===== config.mk =====
export PLATFORM = sky130hd
export DESIGN_NAME = sys_bus_ctrl_burst
export DESIGN_NICKNAME = d
export VERILOG_FILES = /design/src/rtl/sys_bus_ctrl_burst_pkg.sv /design/src/rtl/bus_io_decode.sv /design/src/rtl/sys_bus_ctrl_burst.sv
export SDC_FILE = /design/constraint.sdc
export NUM_CORES = 1
export LEC_CHECK = 0
export CAP_MARGIN = 15
export CORE_ASPECT_RATIO = 0.75
export CORE_MARGIN = 2
export CORE_UTILIZATION = 62
export CTS_CLUSTER_DIAMETER = 100
export CTS_CLUSTER_SIZE = 10
export DETAILED_ROUTE_END_ITERATION = 10
export DONT_BUFFER_PORTS = 1
export GPL_TIMING_DRIVEN = 1
export HOLD_SLACK_MARGIN = 0.1
export PLACE_DENSITY = 0.78
export SLEW_MARGIN = 20
export SYNTH_ARGS = -nofsm -noshare
export SYNTH_HDL_FRONTEND = slang
export SYNTH_SLANG_ARGS = --single-unit

===== constraint.sdc =====
create_clock -name clk -period 2.4 [get_ports clk]
set_input_delay 0.48 -clock clk [delete_from_list [all_inputs] [get_ports clk]]
set_output_delay 0.48 -clock clk [all_outputs]
set_load 0.02 [all_outputs]

===== src/rtl/sys_bus_ctrl_burst_pkg.sv =====
// Shared bus definitions for the burst bus controller and its slave-side helpers.
// Holds FSM state encoding and default bus geometry.
package sys_bus_ctrl_burst_pkg;

    localparam int STATE_W     = 3;
    localparam int DEF_DATA_W  = 8;
    localparam int DEF_ADDR_W  = 12;
    localparam int DEF_OFFS_W  = 8;
    localparam int DEF_IO_NUM  = 2;
    localparam int DEF_WAIT    = 0;
    localparam int DEF_BURST_W = 4;
    localparam int WAIT_W      = 4;

    typedef enum logic [STATE_W-1:0] {
        ST_IDLE   = 3'd0,
        ST_ADDR   = 3'd1,
        ST_ACCESS = 3'd2,
        ST_DONE   = 3'd3,
        ST_ERR    = 3'd4
    } state_t;

endpackage


===== src/rtl/bus_io_decode.sv =====
// Slave index decode: one-hot select, out-of-range flag and read-data mux.
// Purely combinational so slave-side arbiters can reuse it.
module bus_io_decode
    import sys_bus_ctrl_burst_pkg::*;
#(
    parameter int DATA_W = DEF_DATA_W,
    parameter int IDX_W  = DEF_ADDR_W - DEF_OFFS_W,
    parameter int IO_NUM = DEF_IO_NUM
) (
    input  logic [IDX_W-1:0]         io_addr,
    input  logic [IO_NUM*DATA_W-1:0] premux,
    output logic [IO_NUM-1:0]        sel,
    output logic                     out_of_range,
    output logic [DATA_W-1:0]        rdata
);

    // One extra bit so IO_NUM == 2**IDX_W is representable.
    localparam logic [IDX_W:0] IO_LIM = (IDX_W+1)'(IO_NUM);

    always_comb begin
        sel          = '0;
        rdata        = '0;
        out_of_range = ({1'b0, io_addr} >= IO_LIM);
        for (int i = 0; i < IO_NUM; i++) begin
            if (io_addr == IDX_W'(i)) begin
                sel[i] = 1'b1;
                rdata  = premux[i*DATA_W +: DATA_W];
            end
        end
    end

endmodule


===== src/rtl/sys_bus_ctrl_burst.sv =====
// System bus controller: ALE address phase, wait-stated strobes,
// auto-incrementing bursts and error responses for bad requests.
module sys_bus_ctrl_burst
    import sys_bus_ctrl_burst_pkg::*;
#(
    parameter int DATA_W      = DEF_DATA_W,
    parameter int ADDR_W      = DEF_ADDR_W,
    parameter int OFFS_W      = DEF_OFFS_W,
    parameter int IO_NUM      = DEF_IO_NUM,
    parameter int WAIT_CYCLES = DEF_WAIT,
    parameter int BURST_W     = DEF_BURST_W
) (
    input  logic                       clk,
    input  logic                       rst,
    input  logic                       ale_en,
    input  logic [ADDR_W-1:0]          addr_input,
    input  logic [BURST_W-1:0]         burst_len,
    input  logic                       bus_read_en,
    input  logic                       bus_write_en,
    input  logic [DATA_W-1:0]          data_write,
    output logic [DATA_W-1:0]          data_read,
    output logic                       bus_ready,
    output logic                       beat_done,
    output logic                       bus_err,
    input  logic [IO_NUM*DATA_W-1:0]   bus_data_read_premux,
    output logic [OFFS_W-1:0]          bus_addr,
    output logic [ADDR_W-OFFS_W-1:0]   io_addr,
    output logic [IO_NUM-1:0]          io_read_en,
    output logic [IO_NUM-1:0]          io_write_en,
    output logic [DATA_W-1:0]          bus_data_write,
    output logic [STATE_W-1:0]         state_now
);

    localparam int              IDX_W     = ADDR_W - OFFS_W;
    localparam logic [WAIT_W-1:0] WAIT_INIT = WAIT_W'(WAIT_CYCLES);

    state_t              state;
    state_t              state_nx;
    logic [BURST_W-1:0]  beats;
    logic [WAIT_W-1:0]   wait_cnt;
    logic                dir_wr;
    logic [IO_NUM-1:0]   sel;
    logic                out_of_range;
    logic [DATA_W-1:0]   rdata;
    logic                any_req;

    bus_io_decode #(
        .DATA_W (DATA_W),
        .IDX_W  (IDX_W),
        .IO_NUM (IO_NUM)
    ) u_decode (
        .io_addr      (io_addr),
        .premux       (bus_data_read_premux),
        .sel          (sel),
        .out_of_range (out_of_range),
        .rdata        (rdata)
    );

    assign any_req = bus_read_en | bus_write_en;

    always_ff @(posedge clk or posedge rst) begin
        if (rst) state <= ST_IDLE;
        else     state <= state_nx;
    end

    always_comb begin
        state_nx = state;
        case (state)
            ST_IDLE: begin
                if (ale_en) state_nx = ST_ADDR;
            end
            ST_ADDR: begin
                if (ale_en)
                    state_nx = ST_ADDR;
                else if (bus_read_en && bus_write_en)
                    state_nx = ST_ERR;
                else if (any_req && out_of_range)
                    state_nx = ST_ERR;
                else if (any_req)
                    state_nx = ST_ACCESS;
            end
            ST_ACCESS: begin
                if (wait_cnt == '0) state_nx = ST_DONE;
            end
            ST_DONE: begin
                state_nx = (beats != '0) ? ST_ACCESS : ST_IDLE;
            end
            ST_ERR:  state_nx = ST_IDLE;
            default: state_nx = ST_IDLE;
        endcase
    end

    always_ff @(posedge clk or posedge rst) begin
        if (rst) begin
            data_read      <= '0;
            bus_addr       <= '0;
            io_addr        <= '0;
            bus_data_write <= '0;
            beats          <= '0;
            wait_cnt       <= '0;
            dir_wr         <= 1'b0;
        end else begin
            case (state)
                ST_IDLE, ST_ADDR: begin
                    if (ale_en) begin
                        {io_addr, bus_addr} <= addr_input;
                        beats               <= burst_len;
                    end else if (state == ST_ADDR) begin
                        // Direction is frozen here for the whole burst.
                        dir_wr   <= bus_write_en;
                        wait_cnt <= WAIT_INIT;
                        if (bus_write_en && !bus_read_en && !out_of_range)
                            bus_data_write <= data_write;
                    end
                end
                ST_ACCESS: begin
                    if (wait_cnt == '0) begin
                        if (!dir_wr) data_read <= rdata;
                    end else begin
                        wait_cnt <= wait_cnt - 1'b1;
                    end
                end
                ST_DONE: begin
                    if (beats != '0) begin
                        bus_addr <= bus_addr + 1'b1;
                        beats    <= beats - 1'b1;
                        wait_cnt <= WAIT_INIT;
                        if (dir_wr) bus_data_write <= data_write;
                    end
                end
                default: ;
            endcase
        end
    end

    assign bus_ready   = (state == ST_IDLE);
    assign beat_done   = (state == ST_DONE);
    assign bus_err     = (state == ST_ERR);
    assign io_read_en  = (state == ST_ACCESS && !dir_wr) ? sel : '0;
    assign io_write_en = (state == ST_ACCESS &&  dir_wr) ? sel : '0;
    assign state_now   = state;

endmodule

==> results of run 1 <==
worst min path at each step:
stage | endpoint | slack [ns] | start | cells after the start
after global placement | wait_cnt[0] | 0.50 | wait_cnt[0] | 1
after detailed placement | bus_data_write[2] | 0.52 | rst | 2
after floorplan | wait_cnt[0] | 0.48 | wait_cnt[0] | 1
after CTS | bus_data_write[1] | 0.21 | rst | 2
after global routing | bus_data_write[1] | 0.23 | rst | 2
final | bus_addr[0] | 0.19 | rst | 2
where the power goes:
part	switching [W]	leakage, nW	internal, W
clock network	0.000237	0.0614	0.000340
registers	0.000615	0.477	0.000979
logic	0.000533	0.503	0.000458
total	0.00138	1.04	0.00178
logic make-up (layout without fill, tap and decap cells):
logic type	after synthesis	in the layout	share of synthesized area
simple gates	64	64	0.173
compound gates	57	57	0.172
flops	40	40	0.464
mux	22	22	0.109
buf+inv	20	29	0.0441
fa+ha+maj	6	6	0.0337
xor+xnor	1	1	0.00406
worst max-delay path: cells and delay by family, from the launching register on:
family	cells	cell delay, ns
simple gates	4	0.87
flops	1	0.47
buf+inv	1	0.17
through the flow:
stage,cell area (µm²),instances,total power [W],setup slack [ns],hold WS (ns)
floorplan,2160,210,0.00233,0.168,0.475
global placement,2230,251,0.00250,0.426,0.500
detailed placement,2230,251,0.00257,0.359,0.524
CTS,2360,259,0.00314,0.0439,0.207
global route,2380,259,0.00338,0.0400,0.228
finish,2380,259,0.00316,0.126,0.188
registers in the layout, indices dropped and copies added, names as in the netlist:
register	count
wait_cnt	4
dir_wr	1
bus_addr	8
state_now	3
bus_data_write	8
beats	4
data_read	8
io_addr	4
repair_timing:
action                                  4_1_cts  5_1_grt
hold buffers                                  0        0
resized for setup                             0        6
endpoints found under the setup margin        0        4
cell type report:
class	count	area [µm²]	share of cell area
multi-input cells	150	1080	0.454
clock inverters	2	38.8	0.0163
clock buffers	6	82.6	0.0347
inverters	9	33.8	0.0142
repair buffers	12	90.1	0.0379
well taps	40	50.0	0.0211
flip-flops and latches	40	1000	0.422
synthesized netlist by cell type, drive strengths merged (2+ instances only):
| cell type | number |
|---|---|
| or3 | 3 |
| nand3 | 11 |
| and3 | 2 |
| inv | 9 |
| nor3 | 4 |
| nand2 | 18 |
| o31ai | 10 |
| nor2 | 8 |
| a21o | 2 |
| ha | 5 |
| o22ai | 2 |
| nand3b | 2 |
| a2bb2oi | 2 |
| buf | 8 |
| a31o | 3 |
| dfrtp | 40 |
| nand2b | 5 |
| nor3b | 7 |
| clkbuf | 3 |
| mux2i | 10 |
| a21oi | 20 |
| o21ai | 12 |
| mux2 | 12 |
cells in the final DEF (no fill, tap or decap), types with 7 or more instances in the layout:
cell type	Yosys	final
o31ai_1	9	9
nor2_1	8	7
nand2_1	17	17
nand3_1	11	11
mux2i_1	10	10
a21oi_1	20	20
inv_1	9	9
o21ai_0	12	12
buf_4	2	12
dfrtp_1	40	38
mux2_2	12	12
routing by layer:
metal / track usage / part of all wire / wire length (µm) / up-vias
li1: - / - / - / 775
met1: 0.309 / 0.44 / 1990 / 798
met2: 0.388 / 0.47 / 2140 / 67
met3: 0.0833 / 0.073 / 333 / 14
met4: 0.0943 / 0.023 / 106 / 0
met5: 0 / 0 / 0 / -
==> results_dict.tcl, run 1 <==
set metrics [dict create \
    outcome "completed" \
    critPathKind "reg -> out" \
    fin_nets 268 \
    ys_ff_latch 40 \
    antennaDiodeCount 0 \
    grt_max_degree 41 \
    grt_pass1_vias 1541 \
    drv_slew 0 \
    area_growth_pct 10.3 \
    crit_start "io_addr[3]" \
    drt_pass1_iterations 4 \
    overflow 0 \
    cap_viol_max_count 0 \
    synth_flop_cell "dfrtp_1" \
    reg2reg_slack_ns 0.38 \
    die-area_um2 3970 \
    crit_path_max_fanout 4 \
    cts_buffers 5 \
    slowest_stage "dfrtp_2" \
    slew-limit-headroom 0.517 \
    min-delay-path-class "in -> async" \
    grt_usage 0.243 \
    crit_chain "or3_4 > nor3_4 > nand2_1 > nor2_1 > buf_4" \
    cp.arrival_ns 1.79 \
    post_cts_buffers 0 \
    p_leak_nw 1.04 \
    die_y_um 55.1 \
    clk_pin_slew_ns 0.08 \
    synth-edff-count 0 \
    ys_types 42 \
    drt-total-wl_um 4570 \
    syn_area_um2 2160 \
    drt_iter0_drc 136 \
    io_pins 83 \
    rsz0062_at_grt "no" \
    synth_top_area_frac 0.464 \
    drc 0 \
    worst-r2r-cell-count 4 \
    yosysTopAreaCell "dfrtp_1" \
    wl_per_cell_um 17.7 \
    drive_above_1_share 0.215 \
    period_share 0.948 \
    antenna_found_initial 0 \
    timing.fmax_ghz 0.440 \
    postSynthNetCount 260 \
    setup_viol 0 \
    r2r_start "io_addr[3]" \
    cts_buffer_depth 2 \
    vias 1654 \
    antenna_left 0 \
    tightestPinTransition_ns 0.724 \
    nFillCells 235 \
    synthArstFlopShare 1.00 \
    hold_violations 0 \
    fin_crit_ns 2.27 \
    insertion_delay_ns 0.29 \
    fin_setup_tns_ns 0 \
    vias_per_cell 6.39 \
    critPathMaxStageDelay_ns 0.47 \
    rows 18 \
    cts_sinks 40 \
    io_buffers 0 \
    end_kind "output pin" \
    seq_area_frac_synth 0.464 \
    avgSynthCellArea_um2 10.3 \
    core-area_um2 3310 \
    start_kind "register" \
    cts_tree "done" \
    yosysWarnings 0 \
    hpwl_um 3350 \
    clock_skew_ns 0.00462 \
    root_buffer "clkbuf_8" \
    grt_pass1_wl_um 7270 \
    gp_congestion 0.806 \
    start_util 0.651 \
    synthCells 210 \
    synth_area_leaders "dfrtp_1 (46%), mux2_2 (6.3%), a21oi_1 (4.6%)" \
    r2r-end "bus_data_write[0]" \
    cp-endpoint "io_write_en[0]" \
    htree_num_levels 2 \
    peakVddDrop_v 0.000800 \
    fin_util 0.718 \
    required_ns 1.92 \
    powerDensity_nw_per_um2 1330 \
    fp.dieW_um 72.1 \
]
(Power assumes the default switching activity.)
==> run 2: changes to the inputs <==
- GPL_ROUTABILITY_DRIVEN: unset -> 0
==> results of run 2 <==
Final layout, timing and power as in run 1 (identical DEF).
==> run 3: changes to the inputs <==
- CTS_CLUSTER_DIAMETER: 100 -> 120
==> results of run 3 <==
Final layout, timing and power as in run 1 (identical DEF).
